`src/rtl/muldiv_sequencer.sv`:
```
`default_nettype none
// ============================================================================
//  Module   : muldiv_sequencer
//  Purpose  : Multi-cycle RV32M multiply/divide unit. Shift-add multiply and
//             restoring divide over a 64-bit accumulator; sign correction and
//             result load in FIX, one-cycle done pulse in DONE.
//  Options  : MULDIV_FAST_MUL_EN - single-cycle product for the four multiply
//             ops, computed at acceptance (divides stay iterative).
//  Revision : 1.0 - initial release
// ============================================================================
module muldiv_sequencer #(
    parameter int DATA_WIDTH = 32
) (
    input  logic                  clk,
    input  logic                  rst,
    input  logic                  start,
    input  logic [2:0]            funct3,
    input  logic [DATA_WIDTH-1:0] SrcA,
    input  logic [DATA_WIDTH-1:0] SrcB,
    input  logic                  abort,
    output logic                  busy,
    output logic                  done,
    output logic [DATA_WIDTH-1:0] Result
);

    localparam int c_W     = DATA_WIDTH;
    localparam int c_W2    = 2 * DATA_WIDTH;
    localparam int c_CNT_W = $clog2(DATA_WIDTH);
    localparam logic [c_CNT_W-1:0] c_LAST = c_CNT_W'(DATA_WIDTH - 1);
    localparam logic [c_W-1:0]     c_MIN  = {1'b1, {(c_W-1){1'b0}}};
    localparam logic [c_W-1:0]     c_ONES = {c_W{1'b1}};

    typedef enum logic [1:0] {
        S_IDLE = 2'd0,
        S_ITER = 2'd1,
        S_FIX  = 2'd2,
        S_DONE = 2'd3
    } state_t;

    state_t               r_state_q,  w_state_d;
    logic [2:0]           r_op_q,     w_op_d;
    logic                 r_neg_q,    w_neg_d;     // negate product / quotient
    logic                 r_rneg_q,   w_rneg_d;    // remainder takes dividend sign
    logic                 r_spec_q,   w_spec_d;    // special-case result in acc low
    logic [c_W2-1:0]      r_acc_q,    w_acc_d;     // {hi/rem, multiplier/quot}
    logic [c_W-1:0]       r_opnd_q,   w_opnd_d;    // multiplicand / divisor magnitude
    logic [c_CNT_W-1:0]   r_cnt_q,    w_cnt_d;
    logic [c_W-1:0]       r_result_q, w_result_d;
    logic                 r_busy_q,   w_busy_d;
    logic                 r_done_q,   w_done_d;

    // ------------------------------------------------------------------
    // Acceptance-time operand decode
    // ------------------------------------------------------------------
    logic           w_sgn_a, w_sgn_b, w_a_neg, w_b_neg;
    logic [c_W-1:0] w_mag_a, w_mag_b, w_spec_val;
    logic           w_div0, w_ovf;

    // A is signed for MUL/MULH/MULHSU/DIV/REM; B only for MUL/MULH/DIV/REM
    assign w_sgn_a   = !(funct3 inside {3'b011, 3'b101, 3'b111});
    assign w_sgn_b   = funct3 inside {3'b000, 3'b001, 3'b100, 3'b110};
    assign w_a_neg   = w_sgn_a & SrcA[c_W-1];
    assign w_b_neg   = w_sgn_b & SrcB[c_W-1];
    assign w_mag_a   = w_a_neg ? (~SrcA + 1'b1) : SrcA;
    assign w_mag_b   = w_b_neg ? (~SrcB + 1'b1) : SrcB;

    assign w_div0    = funct3[2] && (SrcB == '0);
    assign w_ovf     = (funct3 == 3'b100 || funct3 == 3'b110) &&
                       (SrcA == c_MIN) && (SrcB == c_ONES);
    // funct3[1] distinguishes REM/REMU from DIV/DIVU
    assign w_spec_val = w_div0 ? (funct3[1] ? SrcA : c_ONES)
                               : (funct3[1] ? '0   : c_MIN);

`ifdef MULDIV_FAST_MUL_EN
    // Sign-extended 64-bit operands: low 64 bits of the product are exact
    logic [c_W2-1:0] w_fa, w_fb, w_fast_prod;
    assign w_fa        = {{c_W{w_a_neg}}, SrcA};
    assign w_fb        = {{c_W{w_b_neg}}, SrcB};
    assign w_fast_prod = w_fa * w_fb;
`endif

    // ------------------------------------------------------------------
    // Iteration datapath
    // ------------------------------------------------------------------
    logic [c_W:0]    w_mul_sum, w_rem_sh, w_diff;
    logic [c_W2-1:0] w_mul_acc, w_div_acc;

    // Multiply step: conditional add into upper half, then shift pair right
    assign w_mul_sum = {1'b0, r_acc_q[c_W2-1:c_W]} +
                       (r_acc_q[0] ? {1'b0, r_opnd_q} : '0);
    assign w_mul_acc = {w_mul_sum, r_acc_q[c_W-1:1]};

    // Divide step: shift {rem, quot} left, trial-subtract divisor.
    // rem < divisor keeps the shifted value below 2*divisor, so bit c_W of
    // the 33-bit difference is a reliable borrow flag.
    assign w_rem_sh  = {r_acc_q[c_W2-1:c_W], r_acc_q[c_W-1]};
    assign w_diff    = w_rem_sh - {1'b0, r_opnd_q};
    assign w_div_acc = w_diff[c_W] ? {w_rem_sh[c_W-1:0], r_acc_q[c_W-2:0], 1'b0}
                                   : {w_diff[c_W-1:0],   r_acc_q[c_W-2:0], 1'b1};

    // ------------------------------------------------------------------
    // Sign correction and result select
    // ------------------------------------------------------------------
    logic [c_W2-1:0] w_prod;
    logic [c_W-1:0]  w_quo, w_rem, w_fix_result;

    assign w_prod = r_neg_q  ? (~r_acc_q + 1'b1) : r_acc_q;
    assign w_quo  = r_neg_q  ? (~r_acc_q[c_W-1:0] + 1'b1) : r_acc_q[c_W-1:0];
    assign w_rem  = r_rneg_q ? (~r_acc_q[c_W2-1:c_W] + 1'b1) : r_acc_q[c_W2-1:c_W];

    // Pick the architectural result for the latched operation
    always_comb begin
        w_fix_result = '0;
        if (r_spec_q) begin
            w_fix_result = r_acc_q[c_W-1:0];
        end else begin
            case (r_op_q)
                3'b000:                 w_fix_result = w_prod[c_W-1:0];
                3'b001, 3'b010, 3'b011: w_fix_result = w_prod[c_W2-1:c_W];
                3'b100, 3'b101:         w_fix_result = w_quo;
                default:                w_fix_result = w_rem;
            endcase
        end
    end

    // ------------------------------------------------------------------
    // Next-state logic for the sequencer and all datapath registers
    // ------------------------------------------------------------------
    always_comb begin
        w_state_d  = r_state_q;
        w_op_d     = r_op_q;
        w_neg_d    = r_neg_q;
        w_rneg_d   = r_rneg_q;
        w_spec_d   = r_spec_q;
        w_acc_d    = r_acc_q;
        w_opnd_d   = r_opnd_q;
        w_cnt_d    = r_cnt_q;
        w_result_d = r_result_q;
        w_busy_d   = r_busy_q;
        w_done_d   = 1'b0;

        case (r_state_q)
            S_IDLE, S_DONE: begin
                w_state_d = S_IDLE;
                w_busy_d  = 1'b0;
                if (start) begin
                    w_op_d    = funct3;
                    w_neg_d   = w_a_neg ^ w_b_neg;
                    w_rneg_d  = w_a_neg;
                    w_spec_d  = 1'b0;
                    w_cnt_d   = '0;
                    w_busy_d  = 1'b1;
                    w_state_d = S_ITER;
                    if (funct3[2]) begin
                        w_opnd_d = w_mag_b;
                        w_acc_d  = {{c_W{1'b0}}, w_mag_a};
                    end else begin
                        w_opnd_d = w_mag_a;
                        w_acc_d  = {{c_W{1'b0}}, w_mag_b};
                    end
                    if (w_div0 || w_ovf) begin
                        w_spec_d  = 1'b1;
                        w_acc_d   = {{c_W{1'b0}}, w_spec_val};
                        w_state_d = S_FIX;
                    end
`ifdef MULDIV_FAST_MUL_EN
                    if (!funct3[2]) begin
                        w_acc_d   = w_fast_prod;
                        w_neg_d   = 1'b0;
                        w_state_d = S_FIX;
                    end
`endif
                end
            end
            S_ITER: begin
                w_acc_d = r_op_q[2] ? w_div_acc : w_mul_acc;
                w_cnt_d = r_cnt_q + 1'b1;
                if (r_cnt_q == c_LAST) begin
                    w_state_d = S_FIX;
                end
            end
            S_FIX: begin
                w_result_d = w_fix_result;
                w_done_d   = 1'b1;
                w_busy_d   = 1'b0;
                w_state_d  = S_DONE;
            end
            default: begin
                w_state_d = S_IDLE;
                w_busy_d  = 1'b0;
            end
        endcase

        // Flush wins over everything, including a same-cycle start
        if (abort) begin
            w_state_d  = S_IDLE;
            w_busy_d   = 1'b0;
            w_done_d   = 1'b0;
            w_result_d = r_result_q;
        end
    end

    // State and datapath registers with asynchronous reset
    always_ff @(posedge clk or posedge rst) begin
        if (rst) begin
            r_state_q  <= S_IDLE;
            r_op_q     <= '0;
            r_neg_q    <= 1'b0;
            r_rneg_q   <= 1'b0;
            r_spec_q   <= 1'b0;
            r_acc_q    <= '0;
            r_opnd_q   <= '0;
            r_cnt_q    <= '0;
            r_result_q <= '0;
            r_busy_q   <= 1'b0;
            r_done_q   <= 1'b0;
        end else begin
            r_state_q  <= w_state_d;
            r_op_q     <= w_op_d;
            r_neg_q    <= w_neg_d;
            r_rneg_q   <= w_rneg_d;
            r_spec_q   <= w_spec_d;
            r_acc_q    <= w_acc_d;
            r_opnd_q   <= w_opnd_d;
            r_cnt_q    <= w_cnt_d;
            r_result_q <= w_result_d;
            r_busy_q   <= w_busy_d;
            r_done_q   <= w_done_d;
        end
    end

    assign busy   = r_busy_q;
    assign done   = r_done_q;
    assign Result = r_result_q;

endmodule
`default_nettype wire

```
`config.mk`:
```
export PLATFORM = sky130hd
export DESIGN_NAME = muldiv_sequencer
export DESIGN_NICKNAME = d
export VERILOG_FILES = /design/src/rtl/muldiv_sequencer.sv
export SDC_FILE = /design/constraint.sdc
export NUM_CORES = 1
export LEC_CHECK = 0
export ABC_AREA = 1
export BUFFER_PORTS_ARGS = -buffer_cell sky130_fd_sc_hd__buf_2
export CAP_MARGIN = 20
export CORE_ASPECT_RATIO = 1.25
export CORE_UTILIZATION = 37
export DETAILED_ROUTE_END_ITERATION = 7
export PLACE_DENSITY = 0.53
export SETUP_SLACK_MARGIN = 0.4
export SYNTH_ARGS = -nofsm -noshare
export SYNTH_HDL_FRONTEND = slang
export SYNTH_SLANG_ARGS = --single-unit
```
`constraint.sdc`:
```
create_clock -name clk -period 5.6 [get_ports clk]
set_clock_uncertainty 0.1 [all_clocks]
set_input_delay 1.12 -clock clk [delete_from_list [all_inputs] [get_ports clk]]
set_output_delay 1.12 -clock clk [all_outputs]
set_load 0.03 [all_outputs]
```
# == Yosys cells after proc, flatten, opt, wreduce, memory -nomap -nowiden ==
# Cells that the tools add are included.
# totals
inputBits,71
elab_cells,98
output_inout_bits,34
register_bits,143
# op_classes
bitwise_logic,9
n_eq_ne,19
mux,31
n_reduce_logical,20
addsub,8
# ops
operator,n
$mux 32,11
$mux 64,5
$add 32x1->32 const B,4
$not 32->32,4
$pmux 64 s2,1
$pmux 32 s3,1
$add 64x1->64 const B,1
$eq 32x32->1 const B,2
$not 64->64,1
$add 32x32->33,1
$sub 33x32->33,1
$logic_not 32->1,1
$eq 3x3->1 const B,6
$pmux 5 s2,1
$eq 3x2->1 const B,3
$mux 2,4
$eq 3x1->1 const B,2
$logic_not 3->1,2
$pmux 2 s3,1
$reduce_and 2->1,3
$reduce_bool 3->1,2
$add 5x1->5 const B,1
$eq 5x5->1 const B,1
$mux 1,5
other kinds (17),23

# == Longest topological paths before layout ==
# logic_depth
depth_word,9
ltp_mapped,22
mapped_depth_nobuf,20

# == Least setup slack after synthesis ==
# No wires, ideal clock.
# synth_timing
path_kind,flip-flop to flip-flop
from,register r_acc_q[0]
to,register r_acc_q[61]
n_path_buf,2
t_required_ns,5.384
stages_incl_launch_ff,22
arrival_time_ns,2.519
slack_ns,2.864
setup_ns,0.116
synth_period_minus_slack_ns,2.736
cell_sequence,dfrtp_1 buf_2 clkbuf_1 nand2_1 inv_1 ha_1 inv_1 fa_1 inv_1 nand2_1 o21ai_0 nand2_1 nand2_1 nand3_1 nand2_1 nand2_1 nand3_1 nand3_1 nand2_1 inv_1 nand2_1 nand2_1
# synth_via
elab_chain_len,4
# synth_lines
element,line_no,source
start: declaration,45,"logic [c_W2-1:0] r_acc_q, w_acc_d;"
start signal: assignment,223,r_acc_q <= w_acc_d;
$mux 32,90,"(r_acc_q[0] ? {1'b0, r_opnd_q} : '0);"
$add 32x32->33,89,"assign w_mul_sum = {1'b0, r_acc_q[c_W2-1:c_W]} +"
$mux 64,176,w_acc_d = r_op_q[2] ? w_div_acc : w_mul_acc;
$pmux 64 s2,142,case (r_state_q)
# Every way passes these cells.
# A chain may end at the register's enable or synchronous reset.

# == Worst setup path after layout ==
# layout_timing
from,register r_acc_q[46]
to,register r_acc_q[41]
# layout_via
elab_chain_len,4
# layout_lines
element,line_no,source
$sub 33x32->33,97,"assign w_diff = w_rem_sh - {1'b0, r_opnd_q};"
$mux 64,98,"assign w_div_acc = w_diff[c_W] ? {w_rem_sh[c_W-1:0], r_acc_q[c_W-2:0], 1'b0}"
$mux 64,176,
$pmux 64 s2,142,
# Every way passes these cells.

==> impl_metrics.env <==
export IMPL_worst_pin_slew_ns=1.047
export IMPL_placedInstanceArea_mm2=0.01894
export IMPL_holdCritPathClass="flop to flop"
export IMPL_antenna_found_initial=1
export IMPL_gr_total_overflow=0
export IMPL_async_reset_ff_frac=1.000
export IMPL_wl_um=90810
export IMPL_cp_max_fo=31
export IMPL_synth_top_cell_area_share=0.2119
export IMPL_core_area_mm2=0.04744
export IMPL_syn2layout_area_growth_pct=9.334
export IMPL_ys_warn_count=0
export IMPL_max_freq_ghz=0.2714
export IMPL_ant_nets=0
export IMPL_grt_pass1_wl_um=132300
export IMPL_wire_per_inst_um=23.18
export IMPL_synth_seq_cells=143
export IMPL_rows=89
export IMPL_cpMostUsedCell="nand2_1"
export IMPL_netlist_top_cell_by_area="nand2_1"
export IMPL_crit_chain="ha_1, nand2_1, nor2_2, inv_1, nor2_1, nand2_1, nand2_2, nand2_2, nand2_1, nand2_1, nand2_2, nand2_1, nor2_1, o21ai_0"
export IMPL_ys_top_cells_by_count="nand2_1 (1008), inv_1 (419), nor2_1 (377), nand3_1 (329), a21oi_1 (239)"
export IMPL_netlist_area_mm2=0.01786
export IMPL_grt_pass1_vias=20450
export IMPL_synth_fp_nets=3373
export IMPL_ios=105
export IMPL_tritoncts="yes"
export IMPL_r2r_cells=14
export IMPL_synth_edf_count=0
export IMPL_hold_buffers=0
export IMPL_die_h_um=247.6
export IMPL_startpoint_type="flop"
export IMPL_cts_resized=0
export IMPL_initial_core_util=0.3764
export IMPL_grt_total_usage=0.3689
export IMPL_synth_cell_types=52
export IMPL_dr_pass1_iters=5
export IMPL_synth_seq_area_share=0.2004
export IMPL_synth_most_common_cell="nand2_1"
export IMPL_status="complete, no violations"
export IMPL_place_hpwl_um=72740
export IMPL_postLayoutCellArea_mm2=0.01952
export IMPL_power_leakage_nw=10.23
export IMPL_worst_path_buf_inv=1
export IMPL_slew_violations=0
export IMPL_cap_violations=0
export IMPL_min_path_cells=2
export IMPL_synthCells=3227
export IMPL_grt_max_degree=105
export IMPL_antennaDiodeCount=0
export IMPL_clk_pin_slew_worst_paths_ns=0.07
export IMPL_crit_type="flop to flop"
export IMPL_drt_iter0_drc=2192
export IMPL_die_area_mm2=0.04915
export IMPL_gp_congestion=1.066
export IMPL_cts_root_buf="clkbuf_16"
export IMPL_cp_end_kind="flop"
export IMPL_viasPerCell=5.667
export IMPL_crit_required_ns=5.85
export IMPL_cts_made_buffers=17
export IMPL_via_count=22200
export IMPL_io_buffers=104
export IMPL_max_vdd_ir_drop_mv=0.2544
export IMPL_post_route_min_period_ns=3.684
export IMPL_slew_headroom=0.3023
export IMPL_layout_drive_gt1_share=0.06644
export IMPL_fin_tns_setup_ns=0
export IMPL_crit_slowest_cell="dfrtp_1"
export IMPL_final_nets=3414
export IMPL_postCtsSetupBuffers=0
export IMPL_clock_path_buffers=2
export IMPL_cts_sinks=143
export IMPL_htree_levels=4
export IMPL_setup_viol=0
export IMPL_crit_family="simple AND/OR/NAND/NOR gates"
export IMPL_chipWidth_um=198.5
export IMPL_cp_depth=14
export IMPL_period_share=0.6579
export IMPL_hold_violations=0
export IMPL_grt_setup_unrepaired="false"
export IMPL_synthFlopType="dfrtp_1"
export IMPL_power_density_mw_per_mm2=674.9
export IMPL_clock_latency_ns=0.48
export IMPL_slowest_delay_ns=0.64
export IMPL_drc_errors=0
export IMPL_cp_arrival_ns=3.93
export IMPL_ys_top_cells_by_area="nand2_1 (21%), dfrtp_1 (20%), nand3_1 (9.2%)"
export IMPL_r2r_slack_ns=1.92
export IMPL_syn_avg_cell_area_um2=5.533
## registers in the layout, summed over array words and instances (netlist names)
register	flops
r_acc_q	64
Result	32
r_opnd_q	32
r_cnt_q	5
r_op_q	3
r_state_q	2
busy	1
done	1
r_neg_q	1
r_rneg_q	1
r_spec_q	1
## power by group
part	switching (mW)	internal, mW
sequential	0.887	1.48
combinational	6.91	2.69
clock	0.576	0.635
total	8.37	4.80
## cells by family after synthesis
logic type,synth area share
buffers and inverters,0.1182
multiplexers,0.0005606
AO/OA/AOI/OAI,0.1706
XOR/XNOR,0.02649
AND/OR/NAND/NOR,0.4303
flip-flops,0.2004
adder cells (fa/ha/maj),0.05340
## worst reg2reg max path, stage by stage, from the launching register on
cell and delay [ns]:
dfrtp_1 0.64, ha_1 0.62, nand2_1 0.21, nor2_2 0.19
inv_1 0.09, nor2_1 0.20, nand2_1 0.10, nand2_2 0.09
nand2_2 0.07, nand2_1 0.07, nand2_1 0.06, nand2_2 0.49
nand2_1 0.36, nor2_1 0.17, o21ai_0 0.10
## layout make-up
cell class | instances | area [um^2]
inverter | 433 | 1632
clock buffer | 17 | 425.4
multi-input combinational | 2539 | 12180
timing repair buffer | 134 | 745.7
tap | 637 | 797.0
clock inverter | 15 | 161.4
sequential | 143 | 3581
fill | 5474 | 27920
## placed cells by master (no fill, tap or decap), types with 10 or more instances in the layout
cell | Yosys | layout
xor2_1 | 43 | 43
o22ai_1 | 10 | 10
inv_2 | 12 | 12
nand4_1 | 37 | 37
nand3_1 | 329 | 329
inv_1 | 419 | 417
nor2_1 | 377 | 376
xnor2_1 | 11 | 11
o21bai_1 | 10 | 10
or2_2 | 10 | 10
nor3_1 | 48 | 48
nand2_1 | 1008 | 1008
o21ai_0 | 208 | 208
buf_2 | 15 | 104
a21oi_1 | 239 | 238
o211ai_1 | 24 | 24
o21ai_1 | 13 | 13
buf_4 | 6 | 30
ha_1 | 73 | 73
dfrtp_1 | 143 | 141
clkbuf_16 | 0 | 17
o221ai_1 | 13 | 13
## final timing paths
| kind | from | end |
|---|---|---|
| max in group asynchronous | rst | r_opnd_q[12]$_DFFE_PP0P_ |
| worst max register to register | r_acc_q[46]$_DFFE_PP0P_ | r_acc_q[41]$_DFFE_PP0P_ |
| worst max-delay path | r_acc_q[46]$_DFFE_PP0P_ | r_acc_q[41]$_DFFE_PP0P_ |
| min in group asynchronous | rst | Result[31]$_DFFE_PP0P_ |
| worst min-delay path | Result[28]$_DFFE_PP0P_ | Result[28]$_DFFE_PP0P_ |
| worst min register to register | Result[28]$_DFFE_PP0P_ | Result[28]$_DFFE_PP0P_ |
## layer usage
metal	routed length, um	global-route usage	up-vias
met5	13	0	-
met4	5950	0.2253	2
met3	6842	0.04226	207
met2	40120	0.5769	1087
met1	37890	0.4855	10400
li1	-	-	10510
## per-stage QoR
step                      power (mW)  hold slack, ns  instances  setup WS, ns    util
after floorplan                8.322          0.3674       3227        0.5421       -
after global placement         11.68          0.3566       3886         1.485  0.3992
after detailed placement       11.65          0.3610       3886         1.485  0.3992
after CTS                      12.91          0.3798       3918         1.978  0.4115
after global routing           14.13          0.3974       3918         1.668  0.4115
final                          13.18          0.3738       3918         1.916  0.4115
(Power assumes the default switching activity.)
